==> config.mk <==
export PLATFORM = sky130hd
export DESIGN_NAME = id_ex_stage_flat
export DESIGN_NICKNAME = d
export VERILOG_FILES = /design/src/rtl/mips_pkg.sv /design/src/rtl/id_ex_stage_if.sv /design/src/rtl/id_ex_stage_fwd_mux3.sv /design/src/rtl/id_ex_stage.sv /design/src/flat_wrapper.sv
export SDC_FILE = /design/constraint.sdc
export NUM_CORES = 1
export LEC_CHECK = 0
export CELL_PAD_IN_SITES_DETAIL_PLACEMENT = 1
export CELL_PAD_IN_SITES_GLOBAL_PLACEMENT = 1
export CORE_ASPECT_RATIO = 0.5
export CORE_MARGIN = 2
export CORE_UTILIZATION = 47
export DETAILED_ROUTE_END_ITERATION = 8
export DONT_BUFFER_PORTS = 1
export PLACE_DENSITY_LB_ADDON = 0.1
export RECOVER_POWER = 50
export SYNTH_ARGS = -nofsm -noshare
export SYNTH_HDL_FRONTEND = slang
export SYNTH_HIERARCHICAL = 1
export SYNTH_SLANG_ARGS = --single-unit
export TNS_END_PERCENT = 1
==> constraint.sdc <==
create_clock -name clk -period 2.4 [get_ports clk]
set_input_delay 0.36 -clock clk [delete_from_list [all_inputs] [get_ports clk]]
set_output_delay 0.36 -clock clk [all_outputs]
set_load 0.02 [all_outputs]
==> src/rtl/mips_pkg.sv <==
// -----------------------------------------------------------------------------
// mips_pkg
//   Shared constants for the ID/EX stage of the 5-stage MIPS core:
//   control-bundle width and bit positions, forwarding-select encodings,
//   the NOP control word and the destination-register helper.
//   No ports (package).
// -----------------------------------------------------------------------------
package mips_pkg;

    // Control bundle: {RegWrite, MemRead, MemWrite, MemToReg, ALUSrc, RegDst, ALUOp[1:0]}
    localparam int CTRL_W          = 8;
    localparam int CTRL_REG_WRITE  = 7;
    localparam int CTRL_MEM_READ   = 6;
    localparam int CTRL_MEM_WRITE  = 5;
    localparam int CTRL_MEM_TO_REG = 4;
    localparam int CTRL_ALU_SRC    = 3;
    localparam int CTRL_REG_DST    = 2;
    localparam int CTRL_ALU_OP_LO  = 0;

    localparam logic [CTRL_W-1:0] CTRL_NOP = '0;

    // The forwarding unit encodes A and B differently: the EX/MEM and
    // MEM/WB codes are swapped between the two operands. 2'b11 and 2'b00
    // both fall through to the register-file value.
    localparam logic [1:0] FWD_A_EXMEM = 2'b10;
    localparam logic [1:0] FWD_A_MEMWB = 2'b01;
    localparam logic [1:0] FWD_B_EXMEM = 2'b01;
    localparam logic [1:0] FWD_B_MEMWB = 2'b10;

    // Destination register: rd for R-type (RegDst=1), rt otherwise.
    function automatic logic [4:0] dest_reg(input logic [CTRL_W-1:0] ctrl,
                                            input logic [4:0]        rt,
                                            input logic [4:0]        rd);
        return ctrl[CTRL_REG_DST] ? rd : rt;
    endfunction

endpackage

==> src/rtl/id_ex_stage_if.sv <==
// -----------------------------------------------------------------------------
// id_ex_stage_if
//   Bundles the ID-side inputs, forwarding controls/sources and the EX-side
//   outputs of the ID/EX stage.
//   master : the surrounding pipeline (drives Id*, Flush, Forward*, sources)
//   slave  : id_ex_stage (drives IdEx*, AluOp*, StoreData, Stall, counters)
// -----------------------------------------------------------------------------
interface id_ex_stage_if
    import mips_pkg::*;
#(
    parameter int DATA_W = 32,
    parameter int CNT_W  = 16
);
    // ID side
    logic              IdValid;
    logic [4:0]        IdRegRs;
    logic [4:0]        IdRegRt;
    logic [4:0]        IdRegRd;
    logic [DATA_W-1:0] IdReadData1;
    logic [DATA_W-1:0] IdReadData2;
    logic [DATA_W-1:0] IdImm;
    logic [CTRL_W-1:0] IdCtrl;
    logic              Flush;
    // forwarding
    logic [1:0]        ForwardA;
    logic [1:0]        ForwardB;
    logic [DATA_W-1:0] ExMemAluResult;
    logic [DATA_W-1:0] MemWbWriteData;
    // EX side
    logic              IdExValid;
    logic [4:0]        IdExRegRs;
    logic [4:0]        IdExRegRt;
    logic [4:0]        IdExWriteReg;
    logic [CTRL_W-1:0] IdExCtrl;
    logic [DATA_W-1:0] AluOpA;
    logic [DATA_W-1:0] AluOpB;
    logic [DATA_W-1:0] StoreData;
    logic              Stall;
    logic [CNT_W-1:0]  StallCount;
    logic [CNT_W-1:0]  FlushCount;

    modport master (
        output IdValid, IdRegRs, IdRegRt, IdRegRd, IdReadData1, IdReadData2,
               IdImm, IdCtrl, Flush, ForwardA, ForwardB, ExMemAluResult,
               MemWbWriteData,
        input  IdExValid, IdExRegRs, IdExRegRt, IdExWriteReg, IdExCtrl,
               AluOpA, AluOpB, StoreData, Stall, StallCount, FlushCount
    );

    modport slave (
        input  IdValid, IdRegRs, IdRegRt, IdRegRd, IdReadData1, IdReadData2,
               IdImm, IdCtrl, Flush, ForwardA, ForwardB, ExMemAluResult,
               MemWbWriteData,
        output IdExValid, IdExRegRs, IdExRegRt, IdExWriteReg, IdExCtrl,
               AluOpA, AluOpB, StoreData, Stall, StallCount, FlushCount
    );

endinterface

==> src/rtl/id_ex_stage_fwd_mux3.sv <==
// -----------------------------------------------------------------------------
// fwd_mux3
//   3:1 forwarding operand mux. The select codes for the EX/MEM and MEM/WB
//   sources are parameters so one module serves both operands; any other
//   code returns the register-file value.
//   sel        in  2  forwarding select
//   reg_val    in  W  registered register-file operand
//   exmem_val  in  W  EX/MEM forward source
//   memwb_val  in  W  MEM/WB forward source
//   out        out W  selected operand
// -----------------------------------------------------------------------------
module fwd_mux3 #(
    parameter int         W         = 32,
    parameter logic [1:0] EXMEM_SEL = 2'b10,
    parameter logic [1:0] MEMWB_SEL = 2'b01
) (
    input  logic [1:0]   sel,
    input  logic [W-1:0] reg_val,
    input  logic [W-1:0] exmem_val,
    input  logic [W-1:0] memwb_val,
    output logic [W-1:0] out
);
    always_comb begin
        out = reg_val;
        if (sel == EXMEM_SEL)
            out = exmem_val;
        else if (sel == MEMWB_SEL)
            out = memwb_val;
    end
endmodule

==> src/rtl/id_ex_stage.sv <==
// -----------------------------------------------------------------------------
// id_ex_stage
//   ID/EX pipeline register plus EX-stage operand selection.
//   Captures the decoded instruction every cycle, inserts a bubble on Flush
//   or on a load-use hazard (Stall), forwards ALU operands combinationally,
//   and keeps saturating counts of flush and stall bubbles.
//   clk    in  rising-edge clock
//   rst_n  in  synchronous active-low reset
//   bus    id_ex_stage_if.slave: ID inputs, forwarding, EX outputs, counters
// -----------------------------------------------------------------------------
module id_ex_stage
    import mips_pkg::*;
#(
    parameter int DATA_W = 32,
    parameter int CNT_W  = 16
) (
    input  logic         clk,
    input  logic         rst_n,
    id_ex_stage_if.slave bus
);
    typedef struct packed {
        logic              valid;
        logic [4:0]        rs;
        logic [4:0]        rt;
        logic [4:0]        wreg;
        logic [CTRL_W-1:0] ctrl;
        logic [DATA_W-1:0] rd1;
        logic [DATA_W-1:0] rd2;
        logic [DATA_W-1:0] imm;
    } ex_fields_t;

    ex_fields_t        ex_q, ex_d;
    logic              stall;
    logic [DATA_W-1:0] fwd_b;
    logic [CNT_W-1:0]  stall_cnt, flush_cnt;

    // Load-use: the load in EX writes a register the instruction in ID reads.
    // A flush kills the ID instruction anyway, so it never stalls.
    always_comb begin
        stall = ex_q.valid & ex_q.ctrl[CTRL_MEM_READ] & (ex_q.wreg != 5'd0)
              & ((ex_q.wreg == bus.IdRegRs) | (ex_q.wreg == bus.IdRegRt))
              & bus.IdValid & ~bus.Flush;
    end

    // Next EX contents: an all-zero bubble unless the ID instruction advances.
    always_comb begin
        ex_d = '0;
        if (!bus.Flush && !stall) begin
            ex_d.valid = bus.IdValid;
            ex_d.rs    = bus.IdRegRs;
            ex_d.rt    = bus.IdRegRt;
            ex_d.wreg  = dest_reg(bus.IdCtrl, bus.IdRegRt, bus.IdRegRd);
            ex_d.ctrl  = bus.IdCtrl;
            ex_d.rd1   = bus.IdReadData1;
            ex_d.rd2   = bus.IdReadData2;
            ex_d.imm   = bus.IdImm;
        end
    end

    always_ff @(posedge clk) begin
        if (!rst_n) begin
            ex_q      <= '0;
            stall_cnt <= '0;
            flush_cnt <= '0;
        end else begin
            ex_q <= ex_d;
            // Flush wins over a simultaneous hazard; counters hold at all-ones.
            if (bus.Flush) begin
                if (!(&flush_cnt)) flush_cnt <= flush_cnt + {{(CNT_W-1){1'b0}}, 1'b1};
            end else if (stall) begin
                if (!(&stall_cnt)) stall_cnt <= stall_cnt + {{(CNT_W-1){1'b0}}, 1'b1};
            end
        end
    end

    fwd_mux3 #(.W(DATA_W), .EXMEM_SEL(FWD_A_EXMEM), .MEMWB_SEL(FWD_A_MEMWB)) u_fwd_a (
        .sel       (bus.ForwardA),
        .reg_val   (ex_q.rd1),
        .exmem_val (bus.ExMemAluResult),
        .memwb_val (bus.MemWbWriteData),
        .out       (bus.AluOpA)
    );

    fwd_mux3 #(.W(DATA_W), .EXMEM_SEL(FWD_B_EXMEM), .MEMWB_SEL(FWD_B_MEMWB)) u_fwd_b (
        .sel       (bus.ForwardB),
        .reg_val   (ex_q.rd2),
        .exmem_val (bus.ExMemAluResult),
        .memwb_val (bus.MemWbWriteData),
        .out       (fwd_b)
    );

    // Store data is the forwarded rt value, before the immediate select.
    assign bus.StoreData    = fwd_b;
    assign bus.AluOpB       = ex_q.ctrl[CTRL_ALU_SRC] ? ex_q.imm : fwd_b;
    assign bus.IdExValid    = ex_q.valid;
    assign bus.IdExRegRs    = ex_q.rs;
    assign bus.IdExRegRt    = ex_q.rt;
    assign bus.IdExWriteReg = ex_q.wreg;
    assign bus.IdExCtrl     = ex_q.ctrl;
    assign bus.Stall        = stall;
    assign bus.StallCount   = stall_cnt;
    assign bus.FlushCount   = flush_cnt;

endmodule

==> src/flat_wrapper.sv <==
// flat-port wrapper written by rule: the top's interface ports become plain ports
module id_ex_stage_flat import mips_pkg::*;
#(
    parameter int DATA_W = 32,
    parameter int CNT_W  = 16
)
  (clk, rst_n, bus_IdValid, bus_IdRegRs, bus_IdRegRt, bus_IdRegRd, bus_IdReadData1, bus_IdReadData2, bus_IdImm, bus_IdCtrl, bus_Flush, bus_ForwardA, bus_ForwardB, bus_ExMemAluResult, bus_MemWbWriteData, bus_IdExValid, bus_IdExRegRs, bus_IdExRegRt, bus_IdExWriteReg, bus_IdExCtrl, bus_AluOpA, bus_AluOpB, bus_StoreData, bus_Stall, bus_StallCount, bus_FlushCount);
  id_ex_stage_if #(.DATA_W(DATA_W), .CNT_W(CNT_W)) bus_i ();
  input  logic clk;
  input  logic rst_n;
  input wire logic [$bits(bus_i.IdValid)-1:0] bus_IdValid;
  input wire logic [$bits(bus_i.IdRegRs)-1:0] bus_IdRegRs;
  input wire logic [$bits(bus_i.IdRegRt)-1:0] bus_IdRegRt;
  input wire logic [$bits(bus_i.IdRegRd)-1:0] bus_IdRegRd;
  input wire logic [$bits(bus_i.IdReadData1)-1:0] bus_IdReadData1;
  input wire logic [$bits(bus_i.IdReadData2)-1:0] bus_IdReadData2;
  input wire logic [$bits(bus_i.IdImm)-1:0] bus_IdImm;
  input wire logic [$bits(bus_i.IdCtrl)-1:0] bus_IdCtrl;
  input wire logic [$bits(bus_i.Flush)-1:0] bus_Flush;
  input wire logic [$bits(bus_i.ForwardA)-1:0] bus_ForwardA;
  input wire logic [$bits(bus_i.ForwardB)-1:0] bus_ForwardB;
  input wire logic [$bits(bus_i.ExMemAluResult)-1:0] bus_ExMemAluResult;
  input wire logic [$bits(bus_i.MemWbWriteData)-1:0] bus_MemWbWriteData;
  output wire logic [$bits(bus_i.IdExValid)-1:0] bus_IdExValid;
  output wire logic [$bits(bus_i.IdExRegRs)-1:0] bus_IdExRegRs;
  output wire logic [$bits(bus_i.IdExRegRt)-1:0] bus_IdExRegRt;
  output wire logic [$bits(bus_i.IdExWriteReg)-1:0] bus_IdExWriteReg;
  output wire logic [$bits(bus_i.IdExCtrl)-1:0] bus_IdExCtrl;
  output wire logic [$bits(bus_i.AluOpA)-1:0] bus_AluOpA;
  output wire logic [$bits(bus_i.AluOpB)-1:0] bus_AluOpB;
  output wire logic [$bits(bus_i.StoreData)-1:0] bus_StoreData;
  output wire logic [$bits(bus_i.Stall)-1:0] bus_Stall;
  output wire logic [$bits(bus_i.StallCount)-1:0] bus_StallCount;
  output wire logic [$bits(bus_i.FlushCount)-1:0] bus_FlushCount;
  assign bus_i.IdValid = bus_IdValid;
  assign bus_i.IdRegRs = bus_IdRegRs;
  assign bus_i.IdRegRt = bus_IdRegRt;
  assign bus_i.IdRegRd = bus_IdRegRd;
  assign bus_i.IdReadData1 = bus_IdReadData1;
  assign bus_i.IdReadData2 = bus_IdReadData2;
  assign bus_i.IdImm = bus_IdImm;
  assign bus_i.IdCtrl = bus_IdCtrl;
  assign bus_i.Flush = bus_Flush;
  assign bus_i.ForwardA = bus_ForwardA;
  assign bus_i.ForwardB = bus_ForwardB;
  assign bus_i.ExMemAluResult = bus_ExMemAluResult;
  assign bus_i.MemWbWriteData = bus_MemWbWriteData;
  assign bus_IdExValid = bus_i.IdExValid;
  assign bus_IdExRegRs = bus_i.IdExRegRs;
  assign bus_IdExRegRt = bus_i.IdExRegRt;
  assign bus_IdExWriteReg = bus_i.IdExWriteReg;
  assign bus_IdExCtrl = bus_i.IdExCtrl;
  assign bus_AluOpA = bus_i.AluOpA;
  assign bus_AluOpB = bus_i.AluOpB;
  assign bus_StoreData = bus_i.StoreData;
  assign bus_Stall = bus_i.Stall;
  assign bus_StallCount = bus_i.StallCount;
  assign bus_FlushCount = bus_i.FlushCount;
  id_ex_stage #(.DATA_W(DATA_W), .CNT_W(CNT_W)) u_core (.clk(clk), .rst_n(rst_n), .bus(bus_i));
endmodule
==> out/results.md, run 1 <==
### Detailed routing
• met1 wire length: 7890 um
• max layer used: met5
• Post-route DRC: 0
• aggregate routed wire length: 21500 um
• routed wl met2: 11400 um
• total via count after detailed routing: 5459
• length of routed met3 wiring: 1890 um
• number of search-and-repair iterations in the first detailed-routing pass: 4
• number of nets with antenna violations after routing: 0
• post-DR vias/cell: 5.59
• number of design-rule violations left by the first detailed-router iteration: 94
• post-DR wirelength/cell: 22.0 um

### Final layout
• signed area change from the synthesized netlist to the final layout: 7.61%
• area used by multi-input combinational logic: 4180 um2
• Final #Nets: 926
• ratio of cells with drive above 1 in the final layout: 0.109
• non-filler instance count after layout: 977
• area occupied by registers: 3040 um2
• fill count: 1810

### GRT
• number of global-route vias before repair: 5552
• initial antenna violation count: 4
• sum of overflow across all layers after global routing: 0
• total global-route track usage: 0.232
• first-pass GRT wire length: 31000 um
• largest net degree at the start of global routing: 65

### Floorplan
• die height: 94.9 um
• Die Wd: 186 um
• die area: 17600 um2
• Std-Cell Core Area: 16300 um2
• std cell rows: 33
• number of primary I/O pins: 344
• Initial Utilization: 0.478

### Power
• P per Cell Area: 736 nW/um2
• logic gate share of total power: 0.117
• leak pwr: 3.56 nW
• clock network fraction of design power: 0.450
• sequential fraction of design power: 0.433
• net switching power figure: 1.64 mW
• worst voltage drop across the vdd grid: 0.000466 V
• share of total power consumed by net switching: 0.266
• Power Internal: 4.52 mW

### Clocking
• number of buffers between clock root and the deepest sink: 2
• CTS root buffer: clkbuf_16
• TritonCTS clock tree: done
• clock buffer count from CTS: 17
• later-pin clock latency in the skew report: 0.41 ns
• total of hold buffers inserted after clock tree synthesis: 0
• clk slew on worst S/H paths: 0.07 ns
• clock net sink count: 152
• H-tree depth: 4

### Worst hold path
• class of the tightest hold or removal check: in -> reg
• Worst Min Path Start: bus_IdImm[19]

### Yosys
• cell types occupying the most area after synthesis: dfxtp_1, mux2i_1, and2_1
• library cells used by synthesis: 48
• Syn Area/Cell: 10.5 um2
• fraction of the yosys area taken by sequential cells: 0.391
• number of register bits inferred by synthesis: 152
• async set-or-reset flop fraction in the synthesized netlist: 0
• most numerous cell types in the synthesized netlist: mux2i_1, dfxtp_1, and2_1
• Syn Std Cell Area: 7770 um2
• number of instances in the synthesized netlist: 744
• Synthesized Nets: 937
• area share of the leading cell type in the synthesized netlist: 0.391
• number of synthesized flops with an enable pin: 0
• count of synthesis-stage warnings from yosys: 6
• cell with the most instances after synthesis: mux2i_1
• Synth Flop Type: dfxtp_1
• most area-hungry cell type in the Yosys netlist: dfxtp_1

### Timing
• final slew viol count: 0
• largest clock skew in the final design: 0.00842 ns
• hold violation total from the final report: 0
• maximum frequency from static timing analysis: 439 MHz
• Total Negative Setup Slacks: 0 ns
• slew at the pin with the worst max-slew slack: 0.689 ns
• Setup violations, final: 0
• period utilisation layout: 0.949
• RSZ-0062 raised after global routing: no
• Tmin final: 2.28 ns
• Worst slew margin: 0.527

### Run
• count of maximum capacitance violations: 0

### Setup path
• peak fanout along the critical path: 6
• data arrival time at the worst-slack endpoint: 1.92 ns
• Worst Setup End Kind: output pin
• Req. time, crit path: 2.04 ns
• critical path start-end classification: reg -> out
• reg-to-reg critical path startpoint: u_core/bus.StallCount[0]$_SDFFE_PN0P_
• kind of launch point of the worst setup path: register
• Worst setup startpoint: u_core/bus.IdExWriteReg[1]$_SDFF_PN0_

### Place
• GPL Wtd Cong: 0.784
• number of port buffers: 0
• number of placed instances, taps included: 937
• post-DP HPWL: 15800 um

### Run status
• run status: complete, no violations

-- final timing paths --
check        slack [ns]  depth (start not counted)                                     end
max                0.12                          5                               bus_Stall
min                0.06                          1              u_core/ex_q[19]$_SDFF_PN0_
max reg2reg        0.22                          6   u_core/bus.StallCount[9]$_SDFFE_PN0P_
min reg2reg        0.61                          2  u_core/bus.FlushCount[12]$_SDFFE_PN0P_
-- layer usage --
metal	vias to the layer above	track usage
met3	21	0.103
met4	2	0.0676
li1	2590	-
met2	156	0.433
met5	-	0
met1	2690	0.237
-- placed cells by master (no fill, tap or decap), types with 3 or more instances in the layout --
cell        netlist  routed
mux2i_1         200     200
dfxtp_1         152     151
and2_1          115     115
clkbuf_1         14      28
mux2_2           32      27
nor2_1           24      24
clkbuf_16         0      17
xor2_1           16      16
nand3_1          15      15
nand2_1          14      14
or4_1            13      13
buf_4            24      10
o31ai_1          10      10
a21oi_1          10      10
o211ai_1          8       8
mux2_1            0       5
nor3_1            5       5
diode_2           0       4
clkinv_4          0       4
and4_1            4       4
and3_1            4       4
nand4_1           4       4
nand2b_1          4       4
xnor2_1           4       4
clkinvlp_4        0       3
clkbuf_8          0       3
inv_1             3       3
or3_1             3       3
nor4_1            3       3
o21ai_0           3       3
nor3b_1           3       3
-- power by group through the flow --
stage | logic (mW) | registers [mW] | clock network (mW)
finish | 0.721 | 2.67 | 2.77
detailed placement | 0.752 | 2.73 | 0
global placement | 0.733 | 2.72 | 0
floorplan | 0.749 | 2.70 | 0
global route | 0.772 | 2.68 | 2.94
CTS | 0.755 | 2.67 | 2.83
-- registers in the layout (all words and copies together) (netlist names) --
name                     count
u_core/bus.IdExRegRs         5
u_core/ex_q                 96
u_core/bus.IdExCtrl          8
u_core/bus.IdExWriteReg      5
u_core/bus.FlushCount       16
u_core/bus.IdExValid         1
u_core/bus.StallCount       16
u_core/bus.IdExRegRt         5
-- cell families after synthesis --
logic type               after synthesis  share of synthesized area
XOR/XNOR                              20                     0.0225
multiplexers                         232                      0.304
adder cells (fa/ha/maj)                2                    0.00322
buffers and inverters                 76                     0.0710
AND/OR/NAND/NOR                      218                      0.165
flip-flops                           152                      0.391
AO/OA/AOI/OAI                         44                     0.0431
-- area by class of cell --
type | count | area share
diodes | 4 | 0.00120
clock buffers | 20 | 0.0558
well taps | 227 | 0.0339
inverters | 4 | 0.00179
multi-input cells | 516 | 0.499
repair buffers | 42 | 0.0271
flip-flops and latches | 152 | 0.364
clock inverters | 12 | 0.0170
-- stage by stage --
step	setup WS, ns	util	hold WS, ns	power (mW)	area (um2)
CTS	0.0544	0.520	0.0382	6.25	8460
finish	0.123	0.514	0.0578	6.16	8370
global placement	0.429	0.483	0.482	3.45	7850
detailed placement	0.352	0.483	0.486	3.48	7850
floorplan	0.372	-	0.482	3.45	7770
global route	0.0328	0.514	0.0348	6.39	8360
-- worst max-delay path, cell delays in order, from the launching register on --
cell	delay (ns)
dfxtp_1	0.35
or4_4	0.56
o2111ai_4	0.22
buf_6	0.15
nor3_1	0.06
buf_4	0.17
-- what timing repair did --
action / in CTS / in global routing
setup buffers: 0 / 4
gates resized for setup: 0 / 1
endpoints found under the setup margin: 0 / 1
(Power assumes the default switching activity.)
==> run 2, diff against run 1 <==
--- a/config.mk
+++ b/config.mk
@@ -14,6 +14,7 @@
 export DONT_BUFFER_PORTS = 1
 export PLACE_DENSITY_LB_ADDON = 0.1
 export RECOVER_POWER = 50
+export SETUP_SLACK_MARGIN = 0.5
 export SYNTH_ARGS = -nofsm -noshare
 export SYNTH_HDL_FRONTEND = slang
 export SYNTH_HIERARCHICAL = 1
==> run 2 against run 1 <==
  * Combinational power is 4.7% higher
  * Cell count is 0.92% higher
  * Hold slack better by 0.0056 ns
  * Fmax is 3.5% higher
  * Largest power group unchanged
==> out/results.md, run 2 (same netlist as run 1, synthesis figures left out) <==
### Place
• number of port buffers: 0
• dpl ws: -0.0302 ns
• GPL Wtd Cong: 0.761
• instance area at placement: 7860 um2
• post-DP HPWL: 15900 um

### Floorplan
• Std-Cell Core Area: 16300 um2
• Initial Utilization: 0.478
• number of primary I/O pins: 344
• die area: 17600 um2
• Die Wd: 186 um
• std cell rows: 33
• die height: 94.9 um

### Power
• logic gate share of total power: 0.120
• Power Internal: 4.67 mW
• total power after layout: 6.27 mW
• clock network fraction of design power: 0.454
• leak pwr: 3.60 nW
• net switching power figure: 1.61 mW
• worst voltage drop across the vdd grid: 0.000468 V
• sequential fraction of design power: 0.425
• P per Cell Area: 739 nW/um2
• share of total power consumed by net switching: 0.256

### Timing
• Setup violations, final: 0
• Worst Hold Margin: 0.0633 ns
• hold violation total from the final report: 0
• RSZ-0062 raised after global routing: yes
• setup ws final: 0.200 ns
• slew at the pin with the worst max-slew slack: 0.677 ns
• period utilisation layout: 0.917
• Worst slew margin: 0.536
• Tmin final: 2.20 ns
• largest clock skew in the final design: 0.00955 ns
• final slew viol count: 0
• maximum frequency from static timing analysis: 455 MHz

### Final layout
• top library cells by usage in the layout, fill and taps aside: mux2i_1, dfxtp_1, and2_1
• ratio of cells with drive above 1 in the final layout: 0.122
• Layout Cell Area excl Fill: 8490 um2
• final core utilization: 0.522
• commonest non-fill, non-tap cell in the layout: mux2i_1
• Final #Nets: 933
• signed area change from the synthesized netlist to the final layout: 9.25%
• area occupied by registers: 3050 um2
• fill count: 1815
• max reg flops: 96
• largest reg by FF count: u_core/ex_q
• area used by multi-input combinational logic: 4230 um2

### Clocking
• clock net sink count: 152
• TritonCTS clock tree: done
• clock buffer count from CTS: 17
• number of buffers between clock root and the deepest sink: 2
• clk slew on worst S/H paths: 0.07 ns
• H-tree depth: 4
• later-pin clock latency in the skew report: 0.41 ns
• CTS root buffer: clkbuf_16
• total of hold buffers inserted after clock tree synthesis: 0

### Worst hold path
• class of the tightest hold or removal check: in -> reg
• number of instances on the worst hold path: 1

### Setup path
• cells traversed along the worst timing path: ha_1 > nand3_1 > nor2_2 > a311o_2 > or4_1 > a21oi_1
• critical path start-end classification: reg -> reg
• peak per-stage delay on the critical path: 0.52 ns
• peak fanout along the critical path: 11
• Worst Setup End Kind: register
• r2r worst-path depth: 6
• kind of launch point of the worst setup path: register
• data arrival time at the worst-slack endpoint: 2.54 ns
• highest-delay cell along the critical path: or4_1
• Req. time, crit path: 2.74 ns

### Detailed routing
• Post-route DRC: 0
• post-DR wirelength/cell: 22.9 um
• number of design-rule violations left by the first detailed-router iteration: 167
• post-DR vias/cell: 5.60
• aggregate routed wire length: 22600 um
• number of search-and-repair iterations in the first detailed-routing pass: 4
• total via count after detailed routing: 5524
• number of nets with antenna violations after routing: 0

### GRT
• sum of overflow across all layers after global routing: 0
• first-pass GRT wire length: 32500 um
• initial antenna violation count: 9
• largest net degree at the start of global routing: 65
• total global-route track usage: 0.246
• number of global-route vias before repair: 5734

### Run status
• run status: complete, no violations

### Run
• count of maximum capacitance violations: 0

[run 2: cell count changes in the layout (fill, tap and decap cells not counted), moves of 3 or more]
cell,before,now
mux2_2,27,30
buf_4,10,14
and2_0,0,7
clkbuf_1,28,31
diode_2,4,7
and2_1,115,108
mux2_1,5,2
nor3_1,5,2
[run 2: worst paths after layout]
check / startpoint / to / slack, ns
worst min register to register: u_core/bus.StallCount[7]$_SDFFE_PN0P_ / u_core/bus.StallCount[7]$_SDFFE_PN0P_ / 0.61
worst max register to register: u_core/bus.StallCount[1]$_SDFFE_PN0P_ / u_core/bus.StallCount[6]$_SDFFE_PN0P_ / 0.20
worst max-delay path: u_core/bus.StallCount[1]$_SDFFE_PN0P_ / u_core/bus.StallCount[6]$_SDFFE_PN0P_ / 0.20
worst min-delay path: bus_IdReadData2[29] / u_core/ex_q[61]$_SDFF_PN0_ / 0.06
[run 2: metal layers]
metal,vias up,wire [um],GRT usage
met4,4,303,0.0676
met5,-,27,0
met1,2719,8480,0.261
met2,175,11900,0.457
met3,28,1890,0.0949
li1,2598,-,-
[run 2: final cells by class]
| type | instances | share of cell area |
|---|---|---|
| repair buffers | 47 | 0.0327 |
| multi-input cells | 518 | 0.498 |
| inverters | 4 | 0.00177 |
| well taps | 227 | 0.0334 |
| clock buffers | 19 | 0.0521 |
| flip-flops and latches | 152 | 0.359 |
| clock inverters | 12 | 0.0208 |
| diodes | 7 | 0.00206 |
[run 2: what timing repair did]
action / CTS / global route
gates cloned: 2 / 0
pin swaps: 5 / 6
buffers inserted: 4 / 4
gates resized for setup: 6 / 3
endpoints found under the setup margin: 174 / 183
[run 2: power groups by stage]
stage | registers [mW] | logic (mW) | clock network, mW
2_1_floorplan | 2.70 | 0.749 | 0
3_3_place_gp | 2.72 | 0.742 | 0
3_5_place_dp | 2.73 | 0.760 | 0
4_1_cts | 2.67 | 0.775 | 2.91
5_1_grt | 2.68 | 0.805 | 3.02
6_report | 2.67 | 0.755 | 2.85
[run 2: worst max-delay path, delay by kind of cell (launching register included)]
kind	cells	cell delay, ns
DFF	1	0.41
and+or+nand+nor	3	0.80
AOI/OAI and AO/OA	2	0.66
adders and majority gates	1	0.26
[run 2: metrics by stage]
stage               setup TNS [ns]  cells
detailed placement          -0.494    938
CTS                              0    975
floorplan                        0    744
global placement                 0    938
global route                     0    985
finish                           0    986
